## src/rtl/sr04_emulador.sv

```systemverilog
`timescale 1ns/1ps
// sr04_emulador -- sensor-side model of the HC-SR04 trigger/echo protocol.
//
// Accepts a trigger pulse from the distance-counter logic and checks that it
// is at least TRIG_MIN_US wide. After a fixed burst delay it drives an echo
// pulse that is distancia*US_PER_CM us wide, then enforces a hold-off dead
// time. All widths are exact multiples of TICK_DIV clk cycles.
//
// Ports:
//   clk        system clock
//   reset      synchronous, active-low reset
//   distancia  target distance in cm, latched when a trigger is accepted
//   trigger    asynchronous trigger input (2-flop synchronized)
//   echo       echo pulse back to the initiator
//   busy       high whenever the FSM is not in IDLE
//   trig_ok    one-cycle strobe when a valid trigger is accepted
//   rango_err  last accepted distancia was 0 or above MAX_CM
//
// Build option:
//   SR04_TIMEOUT_ECHO_EN  defined: out-of-range targets give a TIMEOUT_US echo.
//                         undefined: out-of-range targets give no echo at all.
module sr04_emulador #(
  parameter int TICK_DIV    = 50,
  parameter int TRIG_MIN_US = 10,
  parameter int BURST_US    = 200,
  parameter int US_PER_CM   = 58,
  parameter int MAX_CM      = 200,
  parameter int TIMEOUT_US  = 38000,
  parameter int HOLDOFF_US  = 1000
) (
  input  logic       clk,
  input  logic       reset,
  input  logic [7:0] distancia,
  input  logic       trigger,
  output logic       echo,
  output logic       busy,
  output logic       trig_ok,
  output logic       rango_err
);

  function automatic int max2(input int a, input int b);
    return (a > b) ? a : b;
  endfunction

  // The us counter must hold the longest interval of any state, including the
  // full 255 cm product, so the echo width never truncates.
  localparam int MAX_US = max2(max2(max2(TRIG_MIN_US, BURST_US), max2(HOLDOFF_US, TIMEOUT_US)),
                               255 * US_PER_CM);
  localparam int US_W   = max2(16, $clog2(MAX_US + 1));
  localparam int PW     = max2(1, $clog2(TICK_DIV));

  localparam logic [US_W-1:0] TRIG_LIM  = US_W'(TRIG_MIN_US);
  localparam logic [US_W-1:0] BURST_LIM = US_W'(BURST_US);
  localparam logic [US_W-1:0] HOLD_LIM  = US_W'(HOLDOFF_US);

  typedef enum logic [2:0] {IDLE, TRIG_HI, BURST, ECHO, HOLDOFF} state_t;

  state_t          state;
  logic            trig_p0, trig_p1, trig_p2;
  logic            vld_p0, vld_p1, vld_p2;
  logic [PW-1:0]   presc;
  logic [US_W-1:0] us_cnt;
  logic [7:0]      dist_lat;

  logic            tick;
  logic            rise;
  logic            fall;
  logic [US_W-1:0] us_adv;
  logic [US_W-1:0] echo_us;

  function automatic logic [US_W-1:0] sat_us(input logic [US_W-1:0] cnt,
                                             input logic [US_W-1:0] lim);
    return (cnt > lim) ? lim : cnt;
  endfunction

  function automatic logic out_of_range(input logic [7:0] d);
    return (d == 8'd0) || ({24'd0, d} > 32'(MAX_CM));
  endfunction

  function automatic logic [US_W-1:0] echo_len(input logic [7:0] d, input logic oor);
    return oor ? US_W'(TIMEOUT_US) : US_W'(d) * US_W'(US_PER_CM);
  endfunction

  assign tick    = (presc == PW'(TICK_DIV - 1));
  // Count including the tick landing on this edge, so an interval of N us
  // ends exactly N*TICK_DIV edges after the state was entered.
  assign us_adv  = us_cnt + {{(US_W-1){1'b0}}, tick};
  // The vld chain marks when trig_p2 holds a real sample; a trigger that is
  // already high when reset releases therefore never looks like a rise.
  assign rise    = vld_p2 &  trig_p1 & ~trig_p2;
  assign fall    = vld_p2 & ~trig_p1 &  trig_p2;
  assign echo_us = echo_len(dist_lat, rango_err);

  always_ff @(posedge clk) begin
    if (!reset) begin
      state     <= IDLE;
      echo      <= 1'b0;
      busy      <= 1'b0;
      trig_ok   <= 1'b0;
      rango_err <= 1'b0;
      trig_p0   <= 1'b0;
      trig_p1   <= 1'b0;
      trig_p2   <= 1'b0;
      vld_p0    <= 1'b0;
      vld_p1    <= 1'b0;
      vld_p2    <= 1'b0;
      presc     <= '0;
      us_cnt    <= '0;
    end else begin
      // synchronizer stage 0 -> 1 -> edge-detect stage 2
      trig_p0 <= trigger;
      trig_p1 <= trig_p0;
      trig_p2 <= trig_p1;
      vld_p0  <= 1'b1;
      vld_p1  <= vld_p0;
      vld_p2  <= vld_p1;

      trig_ok <= 1'b0;
      presc   <= tick ? '0 : presc + PW'(1);
      us_cnt  <= us_adv;

      case (state)
        IDLE: begin
          presc  <= '0;
          us_cnt <= '0;
          if (rise) begin
            state <= TRIG_HI;
            busy  <= 1'b1;
          end
        end

        TRIG_HI: begin
          us_cnt <= sat_us(us_adv, TRIG_LIM);
          if (fall) begin
            presc  <= '0;
            us_cnt <= '0;
            if (us_adv >= TRIG_LIM) begin
              state     <= BURST;
              trig_ok   <= 1'b1;
              dist_lat  <= distancia;
              rango_err <= out_of_range(distancia);
            end else begin
              state <= IDLE;
              busy  <= 1'b0;
            end
          end
        end

        BURST: begin
          if (us_adv == BURST_LIM) begin
            presc  <= '0;
            us_cnt <= '0;
`ifdef SR04_TIMEOUT_ECHO_EN
            state <= ECHO;
            echo  <= 1'b1;
`else
            if (rango_err) begin
              state <= HOLDOFF;
            end else begin
              state <= ECHO;
              echo  <= 1'b1;
            end
`endif
          end
        end

        ECHO: begin
          if (us_adv == echo_us) begin
            presc  <= '0;
            us_cnt <= '0;
            state  <= HOLDOFF;
            echo   <= 1'b0;
          end
        end

        HOLDOFF: begin
          if (us_adv == HOLD_LIM) begin
            presc  <= '0;
            us_cnt <= '0;
            state  <= IDLE;
            busy   <= 1'b0;
          end
        end

        default: begin
          state <= IDLE;
          busy  <= 1'b0;
          echo  <= 1'b0;
        end
      endcase
    end
  end

endmodule

```

## config.mk

```make
export PLATFORM = sky130hd
export DESIGN_NAME = sr04_emulador
export DESIGN_NICKNAME = d
export VERILOG_FILES = /design/src/rtl/sr04_emulador.sv
export SDC_FILE = /design/constraint.sdc
export NUM_CORES = 1
export LEC_CHECK = 0
export BUFFER_PORTS_ARGS = -buffer_cell sky130_fd_sc_hd__buf_2
export CAP_MARGIN = 0
export CORE_MARGIN = 4
export CORE_UTILIZATION = 31
export DETAILED_ROUTE_END_ITERATION = 10
export GPL_ROUTABILITY_DRIVEN = 0
export GPL_TIMING_DRIVEN = 0
export MAX_ROUTING_LAYER = met4
export SKIP_LAST_GASP = 1
export SYNTH_ARGS = -nofsm -noshare
export SYNTH_HDL_FRONTEND = slang
export SYNTH_SLANG_ARGS = --single-unit
```

## constraint.sdc

```tcl
create_clock -name clk -period 7.44 [get_ports clk]
set_clock_uncertainty 0.2 [all_clocks]
set_input_delay 1.488 -clock clk [delete_from_list [all_inputs] [get_ports clk]]
set_output_delay 1.488 -clock clk [all_outputs]
set_load 0.05 [all_outputs]
```

==> out/summary.txt, run 1 <==
YOSYS
----------------------------------------------------------------------------------
Number of distinct library cells after synthesis ....................           61
Synthesized instance count ..........................................          374
Mapped Avg Cell Area ................................................     8.91 µm²
Mapped Nets .........................................................          426
Count of state elements after synthesis .............................           43
Share of async-settable or async-resettable flops after synthesis ...           0%
Largest cells by area after synthesis ............................... sky130_fd_sc_hd__dfxtp_1 21%, sky130_fd_sc_hd__ha_1 11%, sky130_fd_sc_hd__edfxtp_1 7.2%, sky130_fd_sc_hd__fa_1 6.6%, sky130_fd_sc_hd__xnor2_1 6.0%
Post-synth top area share ...........................................        21.0%
Syn. warnings .......................................................            0
Predominant post-synthesis flop cell ................................ sky130_fd_sc_hd__dfxtp_1
Area of the mapped netlist ..........................................     3330 µm²
Yosys top cell by area .............................................. sky130_fd_sc_hd__dfxtp_1
Sequential element share of the synthesized area ....................        28.2%
Number of enable flip-flop cells after synthesis ....................            8

POWER
----------------------------------------------------------------------------------
Sw Share ............................................................        20.9%
Combinational group share of total power ............................         2.8%
Cell-internal power .................................................       327 µW
Pwr dens ............................................................   113 nW/µm²
Share of total power in sequential cells ............................        57.7%
Worst vdd ir ........................................................      75.3 µV
Switching power .....................................................      86.5 µW
Clock Power Share ...................................................        39.5%
Static leakage power ................................................   0.00145 µW

TIMING
----------------------------------------------------------------------------------
Sum of negative setup slack .........................................         0 ns
Tightest hold margin ................................................     0.237 ns
Fmax achieved .......................................................      197 MHz
Transition time at the pin with the least slew margin ...............     0.771 ns
Share of the cycle needed by the critical path after routing ........        68.3%
Post-route minimum period ...........................................      5.08 ns
Unrepaired setup endpoints after global routing .....................        false
Count of endpoints failing hold in the final timing report ..........            0
Worst setup slack after layout ......................................      2.36 ns
Final setup violation count .........................................            0
Worst slew slack as a fraction of its limit .........................        48.1%
Max-slew violation count ............................................            0

STATUS
----------------------------------------------------------------------------------
Run status .......................................................... finished clean

FINAL LAYOUT
----------------------------------------------------------------------------------
Count of inserted antenna diode cells ...............................            0
Final net count .....................................................          447
Layout overhead on the synthesized area .............................        10.2%
Fillcell total ......................................................        1,093
Most frequent cells in the layout ................................... 35 x sky130_fd_sc_hd__dfxtp_1, 34 x sky130_fd_sc_hd__nor2_1, 30 x sky130_fd_sc_hd__ha_1
Share of final-layout standard cells stronger than drive strength 1 .        10.1%
Leading cell type in the layout, fill and taps excluded ............. sky130_fd_sc_hd__dfxtp_1

FLOORPLAN
----------------------------------------------------------------------------------
Core region area ....................................................   10,400 µm²
I/O pin count .......................................................           15
X dimension of the die ..............................................       112 µm
Die boundary height .................................................       112 µm
Die Area ............................................................   12,500 µm²
Total number of placement rows ......................................           37
Initial core utilization ............................................        32.0%

ROUTING
----------------------------------------------------------------------------------
Average wire length per cell after detail routing ...................      13.2 µm
WL final ............................................................      7030 µm
DRT iter0 DRCs ......................................................          109
Via count of the routed design ......................................        2,729
Length of the first detailed-routing pass in iterations .............            4
Post-route DRC violation count ......................................            0
Number of antenna-violating nets in the routed design ...............            0
Routed via count divided by cell count ..............................         5.13

CRITICAL PATH
----------------------------------------------------------------------------------
Type of origin of the critical path .................................         flop
Cells along the critical path ....................................... inv_1, fa_1, inv_1, ha_1, fa_1, ha_1, a21oi_1, o22ai_1, a2111oi_1, nor3_1, or4b_1, o211ai_1, o2111ai_2, a21oi_4, buf_6, nor3_1
Worst-path fanout max ...............................................           10
CP arrival ..........................................................      5.05 ns
Worst R2R Start .....................................................  dist_lat[2]
Delay contributed by the slowest stage of the critical path .........      0.58 ns
Slowest library cell on the worst path .............................. sky130_fd_sc_hd__a2111oi_1
Largest delay contributor family on the critical path ...............  adder cells
Crit. Startpoint ....................................................  dist_lat[2]
Data required time of the critical path .............................      7.41 ns
Critical Path Sink Type .............................................         flop
Worst Path Buf+Inv ..................................................            3
Path type of the worst setup path ...................................   reg -> reg

HOLD PATH
----------------------------------------------------------------------------------
Type of the worst min-delay path ....................................   reg -> reg
Startpoint of the most critical hold path ...........................      trig_p0

GRT
----------------------------------------------------------------------------------
Largest net degree at the start of global routing ...................           13
Initial antenna violation count .....................................            0
Residual overflow from global routing ...............................            0
Number of global-route vias before repair ...........................        2,673
First-pass GRT wire length ..........................................    12,200 µm
Overall routing resource usage ......................................        11.9%

CLOCKING
----------------------------------------------------------------------------------
Clock tree root driver cell ......................................... sky130_fd_sc_hd__clkbuf_8
Number of buffers added by the clock tree synthesis step ............            5
Source-to-sink clock delay at the later pin of the worst-skew pair ..      0.29 ns
Level count of the clock H-tree .....................................            2
Hold Buf Count CTS ..................................................            0
Number of buffers on the longest clock path .........................            2
Clock transition at the registers of the reported paths .............      0.09 ns
CTS sink cnt ........................................................           43
Post-CTS setup-driven buffer insertion count ........................            0
CTS tree ............................................................         done
Post-cts gate resize count ..........................................            0

PLACE
----------------------------------------------------------------------------------
Total of buffers placed on input and output ports ...................           14
Post-DP HPWL ........................................................      5540 µm
Worst slack, placed .................................................      2.39 ns

JOB
----------------------------------------------------------------------------------
Maximum capacitance violations ......................................            0

[cell usage after synthesis, drive strengths merged, types with 4 or more instances]
library cell	instances
a21oi	14
and2	9
and3	7
buf	5
clkbuf	10
dfxtp	35
edfxtp	8
fa	11
ha	30
inv	25
nand2	23
nand2b	5
nand3	15
nand4	5
nor2	34
nor3	26
nor4	9
o211ai	4
o21ai	8
xnor2	25
xor2	12
[flip-flops by register name, indices dropped and copies added, names as in the netlist, 3 cells and up]
signal and cells:
presc 6, dist_lat 8, us_cnt 16, state 3
[final timing paths]
kind / cells past startpoint / slack [ns] / end
setup / recovery: 16 / 2.36 / us_cnt[14]
hold / removal: 1 / 0.24 / trig_p1
setup reg to reg: 16 / 2.36 / us_cnt[14]
hold reg to reg: 1 / 0.24 / trig_p1
[cell type report]
cell class | count | area, µm² | share of cell area (%)
multi-input cells | 291 | 2230 | 60.7
flip-flops and latches | 43 | 941 | 25.6
plain buffers | 15 | 68.8 | 1.87
clock buffers | 8 | 100 | 2.73
inverters | 25 | 93.8 | 2.56
repair buffers | 14 | 70.1 | 1.91
well taps | 136 | 170 | 4.64
[power groups by stage]
stage / combinational [µW] / sequential [µW] / clock (µW)
after floorplan: 5.35 / 244 / 0
after detailed placement: 11.5 / 244 / 0
after global routing: 12.9 / 239 / 180
after CTS: 11.6 / 239 / 170
final: 11.5 / 239 / 164
after global placement: 11.2 / 244 / 0
[through the flow]
step                      std cells  instance area (µm²)  power [µW]  util [%]
after detailed placement        524                 3570         256      34.3
after global placement          524                 3570         255      34.3
after global routing            532                 3670         432      35.2
after floorplan                 374                 3330         250         -
final                           532                 3670         414      35.2
after CTS                       532                 3670         420      35.2
[cells by family (layout without fill, tap and decap cells)]
| family | after synthesis | after routing | share of synthesized area (%) |
|---|---|---|---|
| AO/OA/AOI/OAI | 60 | 60 | 13.4 |
| buffers and inverters | 40 | 62 | 4.88 |
| adder cells (fa/ha/maj) | 41 | 41 | 17.9 |
| multiplexers | 1 | 1 | 0.301 |
| flip-flops | 43 | 43 | 28.2 |
| XOR/XNOR | 38 | 38 | 11.1 |
| AND/OR/NAND/NOR | 151 | 151 | 24.2 |
[routing by layer]
layer | share of wire (%) | global-route usage (%) | up-vias
li1 | - | - | 1367
met1 | 47 | 15.2 | 1321
met2 | 49 | 19.5 | 31
met3 | 2.5 | 1.79 | 10
met4 | 1.6 | 3.65 | 0
met5 | 0 | - | -
(Power assumes the default switching activity.)
==> run 2, diff against run 1 <==
==> constraint.sdc (replaced) <==
create_clock -name clk -period 4.64 [get_ports clk]
set_clock_uncertainty 0.2 [all_clocks]
set_input_delay 0.928 -clock clk [delete_from_list [all_inputs] [get_ports clk]]
set_output_delay 0.928 -clock clk [all_outputs]
set_load 0.05 [all_outputs]
==> run 2 against run 1 <==
  * Sequential power rose by 60%
  * Critical endpoint is now presc[2]
  * Clock power rose by 62%
  * Core utilization rose by 3.2 points
  * Sequential share of layout area fell by 2.1 points
  * Count of clock-buffer cells in the layout did not move
  * First-iteration DRC count rose by 18%
  * Critical path depth did not move
  * Via count rose by 2.8%
  * Non-clock buffer count rose by 14
  * Fmax rose by 12%
  * Flip-flop and latch count did not move
==> out/summary.txt, run 2 (synthesis gave the netlist of run 1 again) <==
FLOORPLAN
----------------------------------------------------------------------------------
Total number of placement rows ......................................           37
X dimension of the die ..............................................       112 µm
Initial core utilization ............................................        32.0%
Die Area ............................................................   12,500 µm²
I/O pin count .......................................................           15
Die boundary height .................................................       112 µm
Core region area ....................................................   10,400 µm²

TIMING
----------------------------------------------------------------------------------
Sum of negative setup slack .........................................         0 ns
Unrepaired setup endpoints after global routing .....................         true
Max-slew violation count ............................................            0
Fmax achieved .......................................................      220 MHz
Post-route minimum period ...........................................      4.55 ns
Final setup violation count .........................................            0
Share of the cycle needed by the critical path after routing ........        98.1%
Tightest hold margin ................................................     0.237 ns
Worst slew slack as a fraction of its limit .........................        47.7%
Transition time at the pin with the least slew margin ...............     0.778 ns
Count of endpoints failing hold in the final timing report ..........            0

ROUTING
----------------------------------------------------------------------------------
Via count of the routed design ......................................        2,806
Average wire length per cell after detail routing ...................      13.9 µm
Routed via count divided by cell count ..............................         5.14
WL final ............................................................      7610 µm
Length of the first detailed-routing pass in iterations .............            4
DRT iter0 DRCs ......................................................          129
Post-route DRC violation count ......................................            0
Number of antenna-violating nets in the routed design ...............            0

FINAL LAYOUT
----------------------------------------------------------------------------------
Final std cell area, no fill ........................................     4000 µm²
Final net count .....................................................          461
FF+latch area .......................................................      941 µm²
Layout overhead on the synthesized area .............................        20.2%
Fillcell total ......................................................        1,063
Area of the multi-input gates .......................................     2440 µm²
Share of final-layout standard cells stronger than drive strength 1 .        21.0%
Most frequent cells in the layout ................................... 35 x sky130_fd_sc_hd__dfxtp_1, 31 x sky130_fd_sc_hd__nor2_1, 24 x sky130_fd_sc_hd__ha_1
Number of flip-flops in the largest register ........................           16
Count of inserted antenna diode cells ...............................            0
Leading cell type in the layout, fill and taps excluded ............. sky130_fd_sc_hd__dfxtp_1
Biggest regs ........................................................ us_cnt: 16 flops, dist_lat: 8 flops, presc: 6 flops
Final standard cell count with taps included and fillers excluded ...          546
Register with the most flip-flops ...................................       us_cnt

CRITICAL PATH
----------------------------------------------------------------------------------
Worst-path fanout max ...............................................            7
Slowest library cell on the worst path .............................. sky130_fd_sc_hd__fa_1
Delay contributed by the slowest stage of the critical path .........      0.52 ns
CP arrival ..........................................................      4.54 ns
Critical Path Sink Type .............................................         flop
Path type of the worst setup path ...................................   reg -> reg
Cells along the critical path ....................................... inv_2, fa_1, inv_2, ha_4, fa_1, ha_4, a211oi_4, o21bai_2, o41ai_2, xor2_1, or4b_1, o211ai_1, o2111ai_4, buf_6, a21boi_4, nor3_1
Data required time of the critical path .............................      4.62 ns
Type of origin of the critical path .................................         flop

CLOCKING
----------------------------------------------------------------------------------
Number of buffers on the longest clock path .........................            2
CTS tree ............................................................         done
Number of buffers added by the clock tree synthesis step ............            5
Clock transition at the registers of the reported paths .............      0.08 ns
CTS sink cnt ........................................................           43
Clock tree root driver cell ......................................... sky130_fd_sc_hd__clkbuf_8
Source-to-sink clock delay at the later pin of the worst-skew pair ..      0.30 ns
Level count of the clock H-tree .....................................            2

STATUS
----------------------------------------------------------------------------------
Run status .......................................................... finished clean

POWER
----------------------------------------------------------------------------------
Static leakage power ................................................   0.00154 µW
Worst vdd ir ........................................................       121 µV
Pwr dens ............................................................   167 nW/µm²

PLACE
----------------------------------------------------------------------------------
Total of buffers placed on input and output ports ...................           14
Count of placed standard cells including taps .......................          524
Area of placed instances ............................................     3570 µm²
Post-DP HPWL ........................................................      5540 µm

GRT
----------------------------------------------------------------------------------
Largest net degree at the start of global routing ...................           13
Residual overflow from global routing ...............................            0
Number of global-route vias before repair ...........................        2,685
First-pass GRT wire length ..........................................    12,500 µm
Initial antenna violation count .....................................            0
Overall routing resource usage ......................................        12.2%

JOB
----------------------------------------------------------------------------------
Maximum capacitance violations ......................................            0

HOLD PATH
----------------------------------------------------------------------------------
Type of the worst min-delay path ....................................   reg -> reg

## run 2: routing by layer
metal | global-route usage [%] | routed length (µm)
met1 | 15.4 | 3470
met2 | 19.8 | 3810
met3 | 2.23 | 224
met4 | 3.73 | 106
met5 | - | 0
## run 2: path summary, 6_finish.rpt
kind | start | endpoint | slack (ns) | cells after the start
worst min-delay path | trig_p0 | trig_p1 | 0.24 | 1
worst max register to register | dist_lat[3] | presc[2] | 0.09 | 16
worst max-delay path | dist_lat[3] | presc[2] | 0.09 | 16
worst min register to register | trig_p0 | trig_p1 | 0.24 | 1
## run 2: worst max-delay path, delay by kind of cell, from the launching register on
kind / cells / cell delay [ns]
AND/OR/NAND/NOR: 2 / 0.59
buffers and inverters: 3 / 0.40
AO/OA/AOI/OAI: 6 / 1.32
flip-flops: 1 / 0.41
XOR/XNOR: 1 / 0.14
adder cells (fa/ha/maj): 4 / 1.37
## run 2: per-stage QoR
step / setup WS [ns] / utilization (%) / total power (µW)
final: 0.0888 / 38.4 / 668
after CTS: 0.0181 / 36.4 / 674
after global placement: -0.332 / 34.3 / 410
after global routing: -0.108 / 38.4 / 694
after detailed placement: -0.408 / 34.3 / 410
after floorplan: 0.156 / - / 400
## run 2: cell type report
type / instances / area share [%]
sequential: 43 / 23.5
clock buffer: 8 / 2.50
buffer: 15 / 1.72
tap: 136 / 4.25
timing repair buffer: 28 / 4.66
multi-input combinational: 291 / 61.0
inverter: 25 / 2.34
## run 2: report_power, final
part           switching (µW)  leakage, µW  internal (µW)  total (µW)
logic                    12.3      0.00114           7.32        19.7
clock network             130    0.0000515            136         266
registers               0.890     0.000355            382         383
total                     143      0.00154            525         668
## run 2: repair_timing
| action | CTS | global route |
|---|---|---|
| gates cloned | 0 | 1 |
| buffers inserted | 9 | 4 |
| gates resized for setup | 10 | 36 |
| pin swaps | 5 | 27 |
| hold buffers | 0 | 0 |
| setup endpoints to repair | 26 | 26 |
==> run 3, diff against run 2 <==
--- a/config.mk
+++ b/config.mk
@@ -13,6 +13,7 @@
 export GPL_ROUTABILITY_DRIVEN = 0
 export GPL_TIMING_DRIVEN = 0
 export MAX_ROUTING_LAYER = met4
+export RECOVER_POWER = 25
 export SKIP_LAST_GASP = 1
 export SYNTH_ARGS = -nofsm -noshare
 export SYNTH_HDL_FRONTEND = slang
==> run 3 against run 2 <==
  * Flip-flop and latch count is the same
  * Design area shrank 0.25%
  * Highest routed layer unchanged
  * Global-route usage is the same
  * Combinational power shrank 5%
  * Critical endpoint unchanged
  * Count of clock-buffer cells in the layout is the same
  * Clock power is essentially flat
  * Worst setup slack gained 0.00055 ns
  * Critical path depth is the same
  * Die area is the same
  * Routed wire length is essentially flat
  * Register-to-register slack is essentially flat
  * Sequential power is essentially flat
==> out/summary.txt, run 3 (synthesis gave the netlist of run 1 again) <==
TIMING
----------------------------------------------------------------------------------
Post-route minimum period ...........................................      4.55 ns
Transition time at the pin with the least slew margin ...............     0.759 ns
Worst slew slack as a fraction of its limit .........................        49.0%
Tightest hold margin ................................................     0.237 ns
Share of the cycle needed by the critical path after routing ........        98.1%
Final setup violation count .........................................            0
Fmax achieved .......................................................      220 MHz
Unrepaired setup endpoints after global routing .....................         true
Worst setup slack after layout ......................................    0.0893 ns
Max-slew violation count ............................................            0
Count of endpoints failing hold in the final timing report ..........            0
Sum of negative setup slack .........................................         0 ns

HOLD PATH
----------------------------------------------------------------------------------
Type of the worst min-delay path ....................................   reg -> reg

FINAL LAYOUT
----------------------------------------------------------------------------------
Final standard cell count with taps included and fillers excluded ...          546
Final std cell area, no fill ........................................     3990 µm²
Leading cell type in the layout, fill and taps excluded ............. sky130_fd_sc_hd__dfxtp_1
FF+latch area .......................................................      941 µm²
Number of flip-flops in the largest register ........................           16
Share of final-layout standard cells stronger than drive strength 1 .        19.0%
Final net count .....................................................          461
Fillcell total ......................................................        1,068
Area of the multi-input gates .......................................     2440 µm²
Layout overhead on the synthesized area .............................        19.9%
Count of inserted antenna diode cells ...............................            0
Most frequent cells in the layout ................................... 35 x sky130_fd_sc_hd__dfxtp_1, 31 x sky130_fd_sc_hd__nor2_1, 24 x sky130_fd_sc_hd__ha_1
Register with the most flip-flops ...................................       us_cnt
Biggest regs ........................................................ us_cnt: 16 flops, dist_lat: 8 flops, presc: 6 flops

CLOCKING
----------------------------------------------------------------------------------
CTS sink cnt ........................................................           43
Hold Buf Count CTS ..................................................            0
Number of buffers on the longest clock path .........................            2
Source-to-sink clock delay at the later pin of the worst-skew pair ..      0.30 ns
CTS tree ............................................................         done
Clock tree root driver cell ......................................... sky130_fd_sc_hd__clkbuf_8
Clock transition at the registers of the reported paths .............      0.08 ns
Level count of the clock H-tree .....................................            2
Number of buffers added by the clock tree synthesis step ............            5

PLACE
----------------------------------------------------------------------------------
Total of buffers placed on input and output ports ...................           14
Worst slack, placed .................................................    -0.408 ns
Count of placed standard cells including taps .......................          524
Post-DP HPWL ........................................................      5540 µm
Area of placed instances ............................................     3570 µm²

ROUTING
----------------------------------------------------------------------------------
Post-route DRC violation count ......................................            0
Number of antenna-violating nets in the routed design ...............            0
WL final ............................................................      7620 µm
Via count of the routed design ......................................        2,808
Routed via count divided by cell count ..............................         5.14
Length of the first detailed-routing pass in iterations .............            4
DRT iter0 DRCs ......................................................          129
Average wire length per cell after detail routing ...................      14.0 µm

FLOORPLAN
----------------------------------------------------------------------------------
I/O pin count .......................................................           15
Die boundary height .................................................       112 µm
X dimension of the die ..............................................       112 µm
Die Area ............................................................   12,500 µm²
Core region area ....................................................   10,400 µm²
Total number of placement rows ......................................           37
Initial core utilization ............................................        32.0%

STATUS
----------------------------------------------------------------------------------
Run status .......................................................... finished clean

GRT
----------------------------------------------------------------------------------
Largest net degree at the start of global routing ...................           13
First-pass GRT wire length ..........................................    12,500 µm
Residual overflow from global routing ...............................            0
Number of global-route vias before repair ...........................        2,685
Overall routing resource usage ......................................        12.2%
Initial antenna violation count .....................................            0

JOB
----------------------------------------------------------------------------------
Maximum capacitance violations ......................................            0

CRITICAL PATH
----------------------------------------------------------------------------------
Data required time of the critical path .............................      4.62 ns
Critical Path Sink Type .............................................         flop
CP arrival ..........................................................      4.53 ns
Path type of the worst setup path ...................................   reg -> reg
Type of origin of the critical path .................................         flop
Worst-path fanout max ...............................................            7

POWER
----------------------------------------------------------------------------------
Static leakage power ................................................   0.00152 µW
Worst vdd ir ........................................................       121 µV
Pwr dens ............................................................   167 nW/µm²

run 3: report_power, final:
group          internal [µW]  switching (µW)
combinational           6.38            12.3
clock                    136             130
sequential               382           0.888
total                    524             143
run 3: worst paths after layout:
check,startpoint,endpoint,slack (ns),cells past startpoint
min reg2reg,trig_p0,trig_p1,0.24,1
min,trig_p0,trig_p1,0.24,1
max reg2reg,dist_lat[3],presc[2],0.09,16
max,dist_lat[3],presc[2],0.09,16
run 3: critical path: stages, from the launching register on:
cell                        delay (ns)
sky130_fd_sc_hd__edfxtp_1         0.41
sky130_fd_sc_hd__inv_2            0.12
sky130_fd_sc_hd__fa_1             0.43
sky130_fd_sc_hd__inv_2            0.08
sky130_fd_sc_hd__ha_4             0.19
sky130_fd_sc_hd__fa_1             0.52
sky130_fd_sc_hd__ha_4             0.23
sky130_fd_sc_hd__a211oi_4         0.23
sky130_fd_sc_hd__o21bai_2         0.10
sky130_fd_sc_hd__o41ai_2          0.32
sky130_fd_sc_hd__xor2_1           0.14
sky130_fd_sc_hd__or4b_1           0.52
sky130_fd_sc_hd__o211ai_1         0.18
sky130_fd_sc_hd__o2111ai_4        0.22
sky130_fd_sc_hd__buf_6            0.20
sky130_fd_sc_hd__a21boi_4         0.27
sky130_fd_sc_hd__nor3_1           0.07
run 3: repair_timing:
item,in CTS,in global routing
cloned,0,1
setup endpoints to repair,26,26
pin swaps,5,27
buffers inserted,9,4
resized for setup,10,36
run 3: layout make-up:
class | instances | area share, %
Multi-Input combinational cell | 291 | 61.2
Clock buffer | 8 | 2.51
Inverter | 25 | 2.35
Buffer | 15 | 1.72
Tap cell | 136 | 4.26
Sequential cell | 43 | 23.6
Timing Repair Buffer | 28 | 4.42
run 3: stage by stage:
stage | utilization, % | total power [µW]
global route | 38.3 | 693
finish | 38.3 | 667
detailed placement | 34.3 | 410
global placement | 34.3 | 410
CTS | 36.4 | 674
floorplan | - | 400
run 3: routing by layer:
layer	up-vias	global-route usage (%)	part of all wire, %
met5	-	-	0
met3	10	2.23	2.8
met4	0	3.73	1.4
met1	1363	15.4	46
met2	42	19.8	50
li1	1393	-	-
